==> config.mk <==
export PLATFORM = sky130hd
export DESIGN_NAME = demux_fifo_router
export DESIGN_NICKNAME = d
export VERILOG_FILES = /design/src/rtl/router_pkg.sv /design/src/rtl/thresh_fifo.sv /design/src/rtl/demux_fifo_router.sv
export SDC_FILE = /design/constraint.sdc
export NUM_CORES = 1
export LEC_CHECK = 0
export ABC_AREA = 1
export ABC_CLOCK_PERIOD_IN_PS = 2650
export CORE_MARGIN = 8
export CORE_UTILIZATION = 35
export DETAILED_ROUTE_END_ITERATION = 12
export HOLD_SLACK_MARGIN = 0.05
export PLACE_DENSITY_LB_ADDON = 0.3
export SLEW_MARGIN = 10
export SYNTH_ARGS = -nofsm -noshare
export SYNTH_HDL_FRONTEND = slang
export SYNTH_SLANG_ARGS = --single-unit
export TNS_END_PERCENT = 20
==> constraint.sdc <==
create_clock -name clk -period 2.65 [get_ports clk]
set_clock_uncertainty 0.1 [all_clocks]
set_input_delay 0.3975 -clock clk [delete_from_list [all_inputs] [get_ports clk]]
set_output_delay 0.3975 -clock clk [all_outputs]
set_load 0.05 [all_outputs]
==> src/rtl/router_pkg.sv <==
// Shared types and helpers for demux_fifo_router.
// The optional occupancy port is enabled by ROUTER_OCCUPANCY_OUT_EN.
package router_pkg;

    // Control FSM encodings; the numeric values are visible to software.
    typedef enum logic [2:0] {
        ST_RESET  = 3'd0,
        ST_INIT   = 3'd1,
        ST_IDLE   = 3'd2,
        ST_ACTIVE = 3'd3,
        ST_ERROR  = 3'd4
    } state_t;

    // A count must reach 2**ptr_l, so it needs one bit more than a pointer.
    function automatic int cnt_width(input int ptr_l);
        return ptr_l + 1;
    endfunction

endpackage

==> src/rtl/thresh_fifo.sv <==
// One destination FIFO: storage, wrapping pointers, occupancy count,
// registered read port, almost-full/almost-empty flags and error pulses.
module thresh_fifo
    import router_pkg::*;
#(
    parameter int DATA_W = 6,
    parameter int PTR_L  = 2,
    localparam int CNT_W = cnt_width(PTR_L)
) (
    input  logic              clk,
    input  logic              reset_i,
    input  logic              push_i,
    input  logic              pop_i,
    input  logic [DATA_W-1:0] wdata_i,
    input  logic [PTR_L-1:0]  thr_full_i,
    input  logic [PTR_L-1:0]  thr_empty_i,
    output logic [DATA_W-1:0] rdata_o,
    output logic              rvalid_o,
    output logic [CNT_W-1:0]  count_o,
    output logic              almost_full_o,
    output logic              almost_empty_o,
    output logic              overflow_o,
    output logic              underflow_o
);

    localparam int DEPTH = 1 << PTR_L;

    logic [DATA_W-1:0] mem_q [DEPTH];
    logic [PTR_L-1:0]  wr_ptr_q, rd_ptr_q;
    logic [CNT_W-1:0]  count_q, count_d;
    logic [DATA_W-1:0] rdata_q;
    logic              rvalid_q;
    logic              full, empty, push_ok, pop_ok;

    assign full  = (count_q == CNT_W'(DEPTH));
    assign empty = (count_q == '0);

    // A pop on a full FIFO frees the slot the simultaneous push needs.
    assign push_ok     = push_i && (!full || pop_i);
    // No bypass: a push into an empty FIFO cannot satisfy the same-cycle pop.
    assign pop_ok      = pop_i && !empty;
    assign overflow_o  = push_i && full && !pop_i;
    assign underflow_o = pop_i && empty;

    // Next occupancy from the accepted push/pop pair.
    always_comb begin
        // NOTE: every combinational output gets a default first so no latch is inferred.
        count_d = count_q;
        if (push_ok && !pop_ok)
            count_d = count_q + CNT_W'(1);
        else if (!push_ok && pop_ok)
            count_d = count_q - CNT_W'(1);
    end

    // Word storage.
    always_ff @(posedge clk) begin
        // NOTE: storage is not reset; the cleared pointers make stale words unreachable.
        if (push_ok && !reset_i)
            mem_q[wr_ptr_q] <= wdata_i;
    end

    // Pointers, count and registered read port.
    always_ff @(posedge clk) begin
        // NOTE: sequential state uses non-blocking assignments so every register samples pre-edge values.
        if (reset_i) begin
            wr_ptr_q <= '0;
            rd_ptr_q <= '0;
            count_q  <= '0;
            rdata_q  <= '0;
            rvalid_q <= 1'b0;
        end else begin
            if (push_ok)
                wr_ptr_q <= wr_ptr_q + PTR_L'(1);
            if (pop_ok) begin
                rd_ptr_q <= rd_ptr_q + PTR_L'(1);
                rdata_q  <= mem_q[rd_ptr_q];
            end
            rvalid_q <= pop_ok;
            count_q  <= count_d;
        end
    end

    assign rdata_o        = rdata_q;
    assign rvalid_o       = rvalid_q;
    assign count_o        = count_q;
    assign almost_full_o  = (count_q >= {1'b0, thr_full_i});
    assign almost_empty_o = (count_q <= {1'b0, thr_empty_i});

endmodule

==> src/rtl/demux_fifo_router.sv <==
// Demultiplexes one word stream into NUM_DEST threshold FIFOs by the
// destination field in the word MSBs, with a status FSM and sticky errors.
// Define ROUTER_OCCUPANCY_OUT_EN to expose the per-destination counts.
module demux_fifo_router
    import router_pkg::*;
#(
    parameter int DATA_W    = 6,
    parameter int NUM_DEST  = 2,
    parameter int DEST_BITS = $clog2(NUM_DEST),
    parameter int PTR_L     = 2
) (
    input  logic                         clk,
    input  logic                         reset,
    input  logic                         init,
    input  logic [NUM_DEST*PTR_L-1:0]    umbral_full,
    input  logic [NUM_DEST*PTR_L-1:0]    umbral_empty,
    input  logic [DATA_W-1:0]            data_in,
    input  logic                         push_data_in,
    input  logic [NUM_DEST-1:0]          pop,
    output logic [NUM_DEST*DATA_W-1:0]   data_out,
    output logic [NUM_DEST-1:0]          valid_out,
    output logic [NUM_DEST-1:0]          almost_full,
    output logic [NUM_DEST-1:0]          almost_empty,
    output logic                         pause,
    output logic [NUM_DEST-1:0]          errors,
    output logic                         error_out,
    output logic                         active_out,
    output logic                         idle_out
`ifdef ROUTER_OCCUPANCY_OUT_EN
    ,
    output logic [NUM_DEST*(PTR_L+1)-1:0] occupancy
`endif
);

    localparam int CNT_W = cnt_width(PTR_L);

    state_t                      state_q, state_d;
    logic [NUM_DEST*PTR_L-1:0]   thr_full_q, thr_empty_q;
    logic [NUM_DEST-1:0]         errors_q, errors_d;
    logic [NUM_DEST-1:0]         overflow, underflow;
    logic [NUM_DEST*CNT_W-1:0]   cnt_flat;
    logic [DEST_BITS-1:0]        dest;
    logic                        accept, any_count, err_new;
    logic                        error_q, active_q, idle_q;

    assign dest      = data_in[DATA_W-1 -: DEST_BITS];
    assign accept    = (state_q == ST_IDLE) || (state_q == ST_ACTIVE);
    assign any_count = |cnt_flat;
    assign err_new   = |((overflow | underflow) & ~errors_q);

    for (genvar d = 0; d < NUM_DEST; d++) begin : g_fifo
        thresh_fifo #(
            .DATA_W (DATA_W),
            .PTR_L  (PTR_L)
        ) u_fifo (
            .clk            (clk),
            .reset_i        (reset),
            .push_i         (push_data_in && accept && (dest == DEST_BITS'(d))),
            .pop_i          (pop[d]),
            .wdata_i        (data_in),
            .thr_full_i     (thr_full_q[d*PTR_L +: PTR_L]),
            .thr_empty_i    (thr_empty_q[d*PTR_L +: PTR_L]),
            .rdata_o        (data_out[d*DATA_W +: DATA_W]),
            .rvalid_o       (valid_out[d]),
            .count_o        (cnt_flat[d*CNT_W +: CNT_W]),
            .almost_full_o  (almost_full[d]),
            .almost_empty_o (almost_empty[d]),
            .overflow_o     (overflow[d]),
            .underflow_o    (underflow[d])
        );
    end

    // Thresholds follow the inputs for as long as the FSM sits in INIT.
    always_ff @(posedge clk) begin
        if (reset) begin
            thr_full_q  <= '0;
            thr_empty_q <= '0;
        end else if (state_q == ST_INIT) begin
            thr_full_q  <= umbral_full;
            thr_empty_q <= umbral_empty;
        end
    end

    // Sticky errors; leaving ERROR through INIT wipes them.
    always_comb begin
        errors_d = errors_q | overflow | underflow;
        if ((state_q == ST_ERROR) && init)
            errors_d = '0;
    end

    always_ff @(posedge clk) begin
        if (reset)
            errors_q <= '0;
        else
            errors_q <= errors_d;
    end

    // Next-state selection; init outranks a same-cycle error.
    always_comb begin
        state_d = state_q;
        case (state_q)
            ST_RESET:  state_d = ST_INIT;
            ST_INIT:   if (!init) state_d = ST_IDLE;
            ST_IDLE: begin
                if (init)                           state_d = ST_INIT;
                else if (err_new)                   state_d = ST_ERROR;
                else if (push_data_in || any_count) state_d = ST_ACTIVE;
            end
            ST_ACTIVE: begin
                if (init)                             state_d = ST_INIT;
                else if (err_new)                     state_d = ST_ERROR;
                else if (!any_count && !push_data_in) state_d = ST_IDLE;
            end
            ST_ERROR:  if (init) state_d = ST_INIT;
            default:   state_d = ST_RESET;
        endcase
    end

    // State register with status outputs registered alongside it.
    always_ff @(posedge clk) begin
        if (reset) begin
            state_q  <= ST_RESET;
            error_q  <= 1'b0;
            active_q <= 1'b0;
            idle_q   <= 1'b0;
        end else begin
            state_q  <= state_d;
            error_q  <= (state_d == ST_ERROR);
            active_q <= (state_d == ST_ACTIVE);
            idle_q   <= (state_d == ST_IDLE);
        end
    end

    assign errors     = errors_q;
    assign pause      = |almost_full;
    assign error_out  = error_q;
    assign active_out = active_q;
    assign idle_out   = idle_q;

`ifdef ROUTER_OCCUPANCY_OUT_EN
    assign occupancy = cnt_flat;
`endif

endmodule

### After elaboration in Yosys (flattened, before gate mapping)

Memories as Yosys holds them, arrays and structs flattened. A register that Yosys moved wholly into a read port is not among the register bits.
Cells that the tools add are included.
W data, S select, Z words.

* add/sub/neg operators: 8
* order comparisons: 4
* eq/ne operators: 9
* muxes and demuxes: 17
* bitwise logic cells: 6
* reduce and logical (&&, ||, !) cells: 47

Operator list (count)
* $mux W3: 12
* $logic_and A1 B1 Y1: 21
* $pmux W3 S5: 1
* $logic_not A1 Y1: 13
* $eq A3 B2 Y1 const B: 4
* $eq A3 B3 Y1 const B: 4
* $logic_not A3 Y1: 3
* $add A2 B1 Y2 const B: 4
* $add A3 B1 Y3 const B: 2
* $ge A3 B2 Y1: 2
* $le A3 B2 Y1: 2
* $or A2 B2 Y2: 3
* $reduce_or A2 Y1: 3
* $reduce_or A6 Y1: 1
* $sub A3 B1 Y3 const B: 2
* $logic_or A1 B1 Y1: 4
* $mux W1: 4
* $reduce_bool A2 Y1: 2
* $eq A3 B1 Y1 const B: 1
* $and A2 B2 Y2: 1
* $not A2 Y2: 1
* $not A1 Y1: 1

* bits in registers: 32
* RAM bits: 48
* bits of input ports: 20
* output and inout bits: 24
* logic and storage cells: 108
* memories: 2

Memory list
* g_fifo[0].u_fifo.mem_q: words 4, width 6, read ports 1, clocked after Yosys merged registers in 1, write ports 1, RTL line thresh_fifo.sv:28 `logic [DATA_W-1:0] mem_q [DEPTH];`
* g_fifo[1].u_fifo.mem_q: words 4, width 6, read ports 1, clocked after Yosys merged registers in 1, write ports 1, RTL line thresh_fifo.sv:28

### Logic depth before layout (Yosys ltp)

Gate-level depths: netlist of the first run.

* depth after elaboration: 13
* depth in mapped cells: 13
* depth with buffers taken out: 12

### Hierarchy

From an unflattened synthesis of the first run, not the netlist that was laid out.

* cell total of the unflattened synthesis: 525
* area, all modules: 4395.5 um2

Modules (own cells, without submodules)
* thresh_fifo: times used 2, cells each 218, area an instance 1873.0 um2, sequential area each 1001.0 um2
* demux_fifo_router: times used 1, cells each 89, area an instance 649.4 um2, sequential area each 320.3 um2

### Worst setup path before layout of the first run

No wires, ideal clock.

* path kind: register to register
* start: register g_fifo[1].u_fifo.count_q[0]
* end: register g_fifo[1].u_fifo.count_q[2]
* setup time: 0.122 ns
* arrival time: 1.855 ns
* data required time: 2.428 ns
* setup slack: 0.573 ns
* stages on the path, launching flop included: 14
* path buffers: 1
* clock period less this slack: 2.077 ns
* cell sequence: dfxtp_1 -> nor2_1 -> nand2_1 -> inv_1 -> nor2_2 -> buf_4 -> inv_1 -> ha_1 -> inv_1 -> fa_1 -> a21oi_1 -> o21ai_0 -> o21ai_0 -> a21oi_1

* word-level cells in the longest chain between the ends: 7
* elaborated cells on any way between the ends: 16
* those cells by class: add/sub: 2; eq/ne: 1; mux: 2; reduce/logical: 11

Ends and longest elaborated chain
* start: declaration: RTL line thresh_fifo.sv:30 `logic [CNT_W-1:0] count_q, count_d;`
* start signal: assignment: RTL line thresh_fifo.sv:79 `count_q <= count_d;`
* branches (longest 7 deep; another with $sub A3 B1 Y3)

Parallel ways; which one is timed is not known. The select of a mux whose other input is x is not followed.
A chain may end at the register's enable or synchronous reset.

### Final worst setup path of the first run

* start: register g_fifo[0].u_fifo.count_q[0]
* end: output port pause

* word-level cells in the longest chain between the ends: 2

Ends and longest elaborated chain
* start: declaration: RTL line thresh_fifo.sv:30
* start signal: assignment: RTL line thresh_fifo.sv:79
* $ge A3 B2 Y1: RTL line thresh_fifo.sv:86 `assign almost_full_o = (count_q >= {1'b0, thr_full_i});`
* $reduce_or A2 Y1: RTL line demux_fifo_router.sv:135 `assign pause = |almost_full;`
* end: declaration: RTL line demux_fifo_router.sv:24 `output logic pause,`

No other way between the ends.

==> results.cfg, run 1 <==
[run_status]
outcome = finished clean

[yosys]
syn_inst = 404
ys_types = 25
ys_ff_latch = 92
syn_area_um2 = 3910
yosysWarnings = 0
synth_seq_area_share = 0.594
avgSynthCellArea_um2 = 9.68
synth_nets = 444

[cells_and_area]
final_common_cell = nor2_1
nets = 495
area_growth_pct = 20.7
fillers = 1063
stdcell_count = 600
finalInstanceArea_um2 = 4720
final_util = 0.434
antenna_cells = 0
final_cell_mix = nor2_1 (83), o21ai_0 (63), inv_1 (51)
layout-drive-gt1-share = 0.0826

[setup_path]
crit_start = g_fifo[0].u_fifo.count_o[0]
worstPathArrival_ns = 2.01
crit_path_end_kind = primary output
worst_setup_path_start_kind = flip-flop
cp_max_fo = 4
reg2reg_from = state_q[1]
crit_type = reg2out
worst_ep_required_time_ns = 2.15

[sta]
hold_viol_final = 0
slew_headroom = 0.647
fmax_mhz = 399
rsz0062_at_grt = false
setup_viol = 0
worst_pin_slew_ns = 0.527
fin_crit_sh = 0.946
setup_tns_ns = 0
report.final.slew_viol_count = 0
finalCriticalPeriod_ns = 2.51

[route]
drtIter0Drc = 171
via_per_inst = 4.71
vias = 2827
firstDrtPassIters = 4
drcViolationCount = 0
ant_nets = 0
wl_per_cell_um = 13.7
routed_wirelength_mm = 8.21

[placed_design]
post_dp_cell_area_um2 = 4510
numPortBuffers = 43
dp_hpwl_mm = 5.93
dp.cells = 584
finalWeightedCongestion = 0.749

[clock_tree]
htreeDepth = 3
clk_pin_slew_ns = 0.09
cts_resized = 3
postCtsSetupBuffers = 0
clock-sinks = 92
cts-hold-fix-buffers = 0
clock_path_buffers = 2
cts_buffers = 9
cts_tree = yes
clk_latency_ns = 0.36
root_buffer = clkbuf_8

[die]
die_h_um = 122
initial_utilization = 0.359
design.core.area_um2 = 10900
die-area_um2 = 14800
pin_count = 44
rows = 38
die_w_um = 122

[grt]
grt_usage = 0.116
grt_pass1_vias = 2793
grt_pass1_wl_mm = 13.6
antenna_found_initial = 0
grt-ovfl-total = 0
grt_max_degree = 19

[power_and_ir_drop]
vdd_ir_drop_max_v = 0.000441
p_leak_uw = 0.00183
p_per_area_nw_per_um2 = 930

[hold_path]
hold_class = reg2reg
worstHoldStart = thr_empty_q[1]

[flow_run]
cap_violations = 0
state kept, by name, summed over array words and instances (netlist names), 3 cells and up:
signal,flops
thr_empty_q,4
g_fifo.u_fifo.rdata_o,12
g_fifo.u_fifo.count_o,6
g_fifo.u_fifo.wr_ptr_q,4
g_fifo.u_fifo.rd_ptr_q,4
state_q,3
thr_full_q,4
g_fifo.u_fifo.mem_q,48
through the flow:
step           worst slack [ns]  hold slack, ns  total power (uW)
3_3_place_gp             0.0808           0.345              3420
6_report                  0.143           0.369              4390
5_1_grt                  0.0555           0.393              4660
2_1_floorplan             0.573           0.333              3020
4_1_cts                   0.116           0.376              4440
3_5_place_dp             0.0119           0.361              3450
where the power goes:
group          switching [uW]  internal, uW  leakage, uW
Clock                     547           463     0.000110
Combinational            1060           501     0.000930
Sequential                163          1660     0.000793
Total                    1770          2620      0.00183
synth_stat cells:
library cell / n / area share
nor2_1: 83 / 0.080
a21oi_1: 24 / 0.031
fa_1: 2 / 0.010
clkbuf_1: 4 / 0.0038
nand3_2: 2 / 0.0051
nand4_1: 1 / 0.0016
dfxtp_1: 44 / 0.23
xor2_1: 1 / 0.0022
nand2_2: 1 / 0.0016
a31oi_1: 13 / 0.021
nand3_1: 3 / 0.0038
buf_2: 3 / 0.0038
inv_1: 51 / 0.049
nor2_2: 2 / 0.0032
nand2_1: 24 / 0.023
edfxtp_1: 48 / 0.37
o21ai_1: 1 / 0.0013
o21ai_0: 63 / 0.081
ha_1: 18 / 0.058
buf_6: 1 / 0.0029
buf_4: 8 / 0.015
inv_2: 1 / 0.00096
o21bai_1: 2 / 0.0038
nor3_1: 3 / 0.0038
clkbuf_2: 1 / 0.0013
worst max-delay path, cell delays in order (launching register included):
cell	delay [ns]
dfxtp_1	0.42
inv_1	0.12
ha_1	0.30
o21ai_0	0.25
nand4_1	0.12
dlygate4sd2_1	0.44
cells by family after synthesis:
| family | Yosys count | share of synthesized area |
|---|---|---|
| DFF | 92 | 0.594 |
| and+or+nand+nor | 119 | 0.122 |
| xor gates and xnor gates | 1 | 0.00224 |
| adders and majority gates | 20 | 0.0678 |
| AOI/OAI and AO/OA | 103 | 0.137 |
| buffers and inverters | 69 | 0.0771 |
final timing paths:
path,to,slack [ns],cells after the start
worst max-delay path,pause,0.14,5
worst max register to register,g_fifo[1].u_fifo.count_o[2],0.43,11
worst min-delay path,thr_empty_q[1],0.37,2
worst min register to register,thr_empty_q[1],0.37,2
layer usage:
layer  vias up  global-route usage  part of all wire
met5         -                   0                 0
met4         0              0.0355             0.010
met3         4              0.0375             0.052
met2        52               0.190              0.49
met1      1323               0.143              0.45
li1       1448                   -                 -
cell type report:
type                    instances  area (um2)  share of cell area
flip-flops and latches         92        2320               0.492
inverters                      52         195              0.0413
repair buffers                 57         527               0.112
well taps                     140         175              0.0371
multi-input cells             243        1290               0.273
clock buffers                   9         124              0.0262
clock inverters                 7        90.1              0.0191
Power figures use the tool's default switching activity.
==> run 2, diff against run 1 <==
--- a/config.mk
+++ b/config.mk
@@ -11,6 +11,7 @@
 export CORE_UTILIZATION = 35
 export DETAILED_ROUTE_END_ITERATION = 12
 export HOLD_SLACK_MARGIN = 0.05
+export MAX_ROUTING_LAYER = met4
 export PLACE_DENSITY_LB_ADDON = 0.3
 export SLEW_MARGIN = 10
 export SYNTH_ARGS = -nofsm -noshare
==> results.cfg, run 2 (synthesized netlist as in run 1, its figures left out) <==
[cells_and_area]
nets = 495
multi_input_area_um2 = 1290
final_cell_mix = nor2_1 (83), o21ai_0 (63), inv_1 (51)
final_util = 0.434
largest_register_ffs = 48
ff_latch_area_um2 = 2320
layout-drive-gt1-share = 0.0826
fillers = 1063
final_common_cell = nor2_1
area_growth_pct = 20.7
finalInstanceArea_um2 = 4720
antenna_cells = 0
largest_register = g_fifo.u_fifo.mem_q

[route]
firstDrtPassIters = 4
drcViolationCount = 0
drtIter0Drc = 166
vias = 2812
via_per_inst = 4.69
ant_nets = 0
wl_per_cell_um = 13.7
routed_wirelength_mm = 8.24

[grt]
grt_pass1_wl_mm = 13.6
grt-ovfl-total = 0
grt_pass1_vias = 2794
antenna_found_initial = 0
grt_max_degree = 19
grt_usage = 0.120

[setup_path]
worst_ep_required_time_ns = 2.15
worstPathArrival_ns = 2.01
reg2reg_from = state_q[1]
crit_type = reg2out
crit_path_end_kind = primary output
ff2ff_setup_slack_ns = 0.44
cp_max_fo = 4
reg2reg_depth = 11
reg2reg_to = g_fifo[1].u_fifo.count_o[2]
worst_setup_path_start_kind = flip-flop

[placed_design]
dp_hpwl_mm = 5.93
post_dp_cell_area_um2 = 4510
finalWeightedCongestion = 0.758
numPortBuffers = 43

[hold_path]
holdPathStages = 2
hold_class = reg2reg
worstHoldStart = thr_empty_q[1]
min_to = thr_empty_q[1]

[sta]
rsz0062_at_grt = false
slew_headroom = 0.646
worst_pin_slew_ns = 0.529
setup_viol = 0
fin_hold_ws_ns = 0.369
report.final.slew_viol_count = 0
finalCriticalPeriod_ns = 2.51
setup_tns_ns = 0
hold_viol_final = 0
fmax_mhz = 398
fin_crit_sh = 0.947

[power_and_ir_drop]
swShare = 0.403
p_per_area_nw_per_um2 = 931
vdd_ir_drop_max_v = 0.000441
p_leak_uw = 0.00183
power_frac_comb = 0.355
power_frac_seq = 0.415
switchingPower_uw = 1770
power_frac_clock = 0.230
p_int_uw = 2620

[die]
pin_count = 44
die_w_um = 122
design.core.area_um2 = 10900
initial_utilization = 0.359
die-area_um2 = 14800
rows = 38
die_h_um = 122

[clock_tree]
clk_latency_ns = 0.36
cts_buffers = 9
clock_path_buffers = 2
clk_pin_slew_ns = 0.10
htreeDepth = 3
clock-sinks = 92
cts_tree = yes
root_buffer = clkbuf_8

[flow_run]
cap_violations = 0

[run_status]
outcome = finished clean
[run 2: cell counts in the layout (fill, tap and decap cells not counted)]
Identical to the previous run, type by type.
[run 2: how the worst max path moves through the flow]
stage,depth (start not counted),start,end
finish,5,g_fifo[0].u_fifo.count_o[0],pause
global route,5,g_fifo[0].u_fifo.count_o[0],pause
CTS,5,g_fifo[0].u_fifo.count_o[0],pause
detailed placement,12,push_data_in,g_fifo[1].u_fifo.count_o[2]
global placement,12,push_data_in,g_fifo[1].u_fifo.count_o[2]
floorplan,13,g_fifo[1].u_fifo.count_o[0],g_fifo[1].u_fifo.count_o[2]
[run 2: layout make-up]
class                      instances  area share
tap                              140      0.0371
clock inverter                     7      0.0191
clock buffer                       9      0.0262
multi-input combinational        243       0.273
inverter                          52      0.0413
sequential                        92       0.492
timing repair buffer              57       0.112
[run 2: per-layer routing]
metal  up-vias  track usage  part of all wire
met1      1314        0.145              0.46
met2        47        0.190              0.49
met4         0       0.0355             0.010
met5         -            -                 0
li1       1447            -                 -
met3         4       0.0347             0.045
[run 2: critical path: stages (launching register included)]
cell and delay [ns]:
dfxtp_1 0.42, inv_1 0.12, ha_1 0.30, o21ai_0 0.25
nand4_1 0.12, dlygate4sd2_1 0.44
[run 2: power groups by stage]
stage	Sequential, uW	Combinational, uW	Clock, uW
final	1820	1560	1010
after global routing	1850	1720	1090
after CTS	1830	1580	1040
after detailed placement	1860	1590	0
after global placement	1850	1570	0
after floorplan	2070	955	0
[run 2: per-stage QoR]
step                      instances  setup slack, ns  power (uW)
after floorplan                 404            0.573        3020
after global placement          584           0.0808        3420
after detailed placement        584           0.0119        3450
after CTS                       600            0.116        4440
after global routing            600           0.0554        4660
final                           600            0.140        4390
[run 2: timing repair]
item,CTS,global route
endpoints found under the hold margin,0,0
hold buffers,0,0
setup endpoints to repair,3,0
setup buffers,0,0
resized for setup,3,0
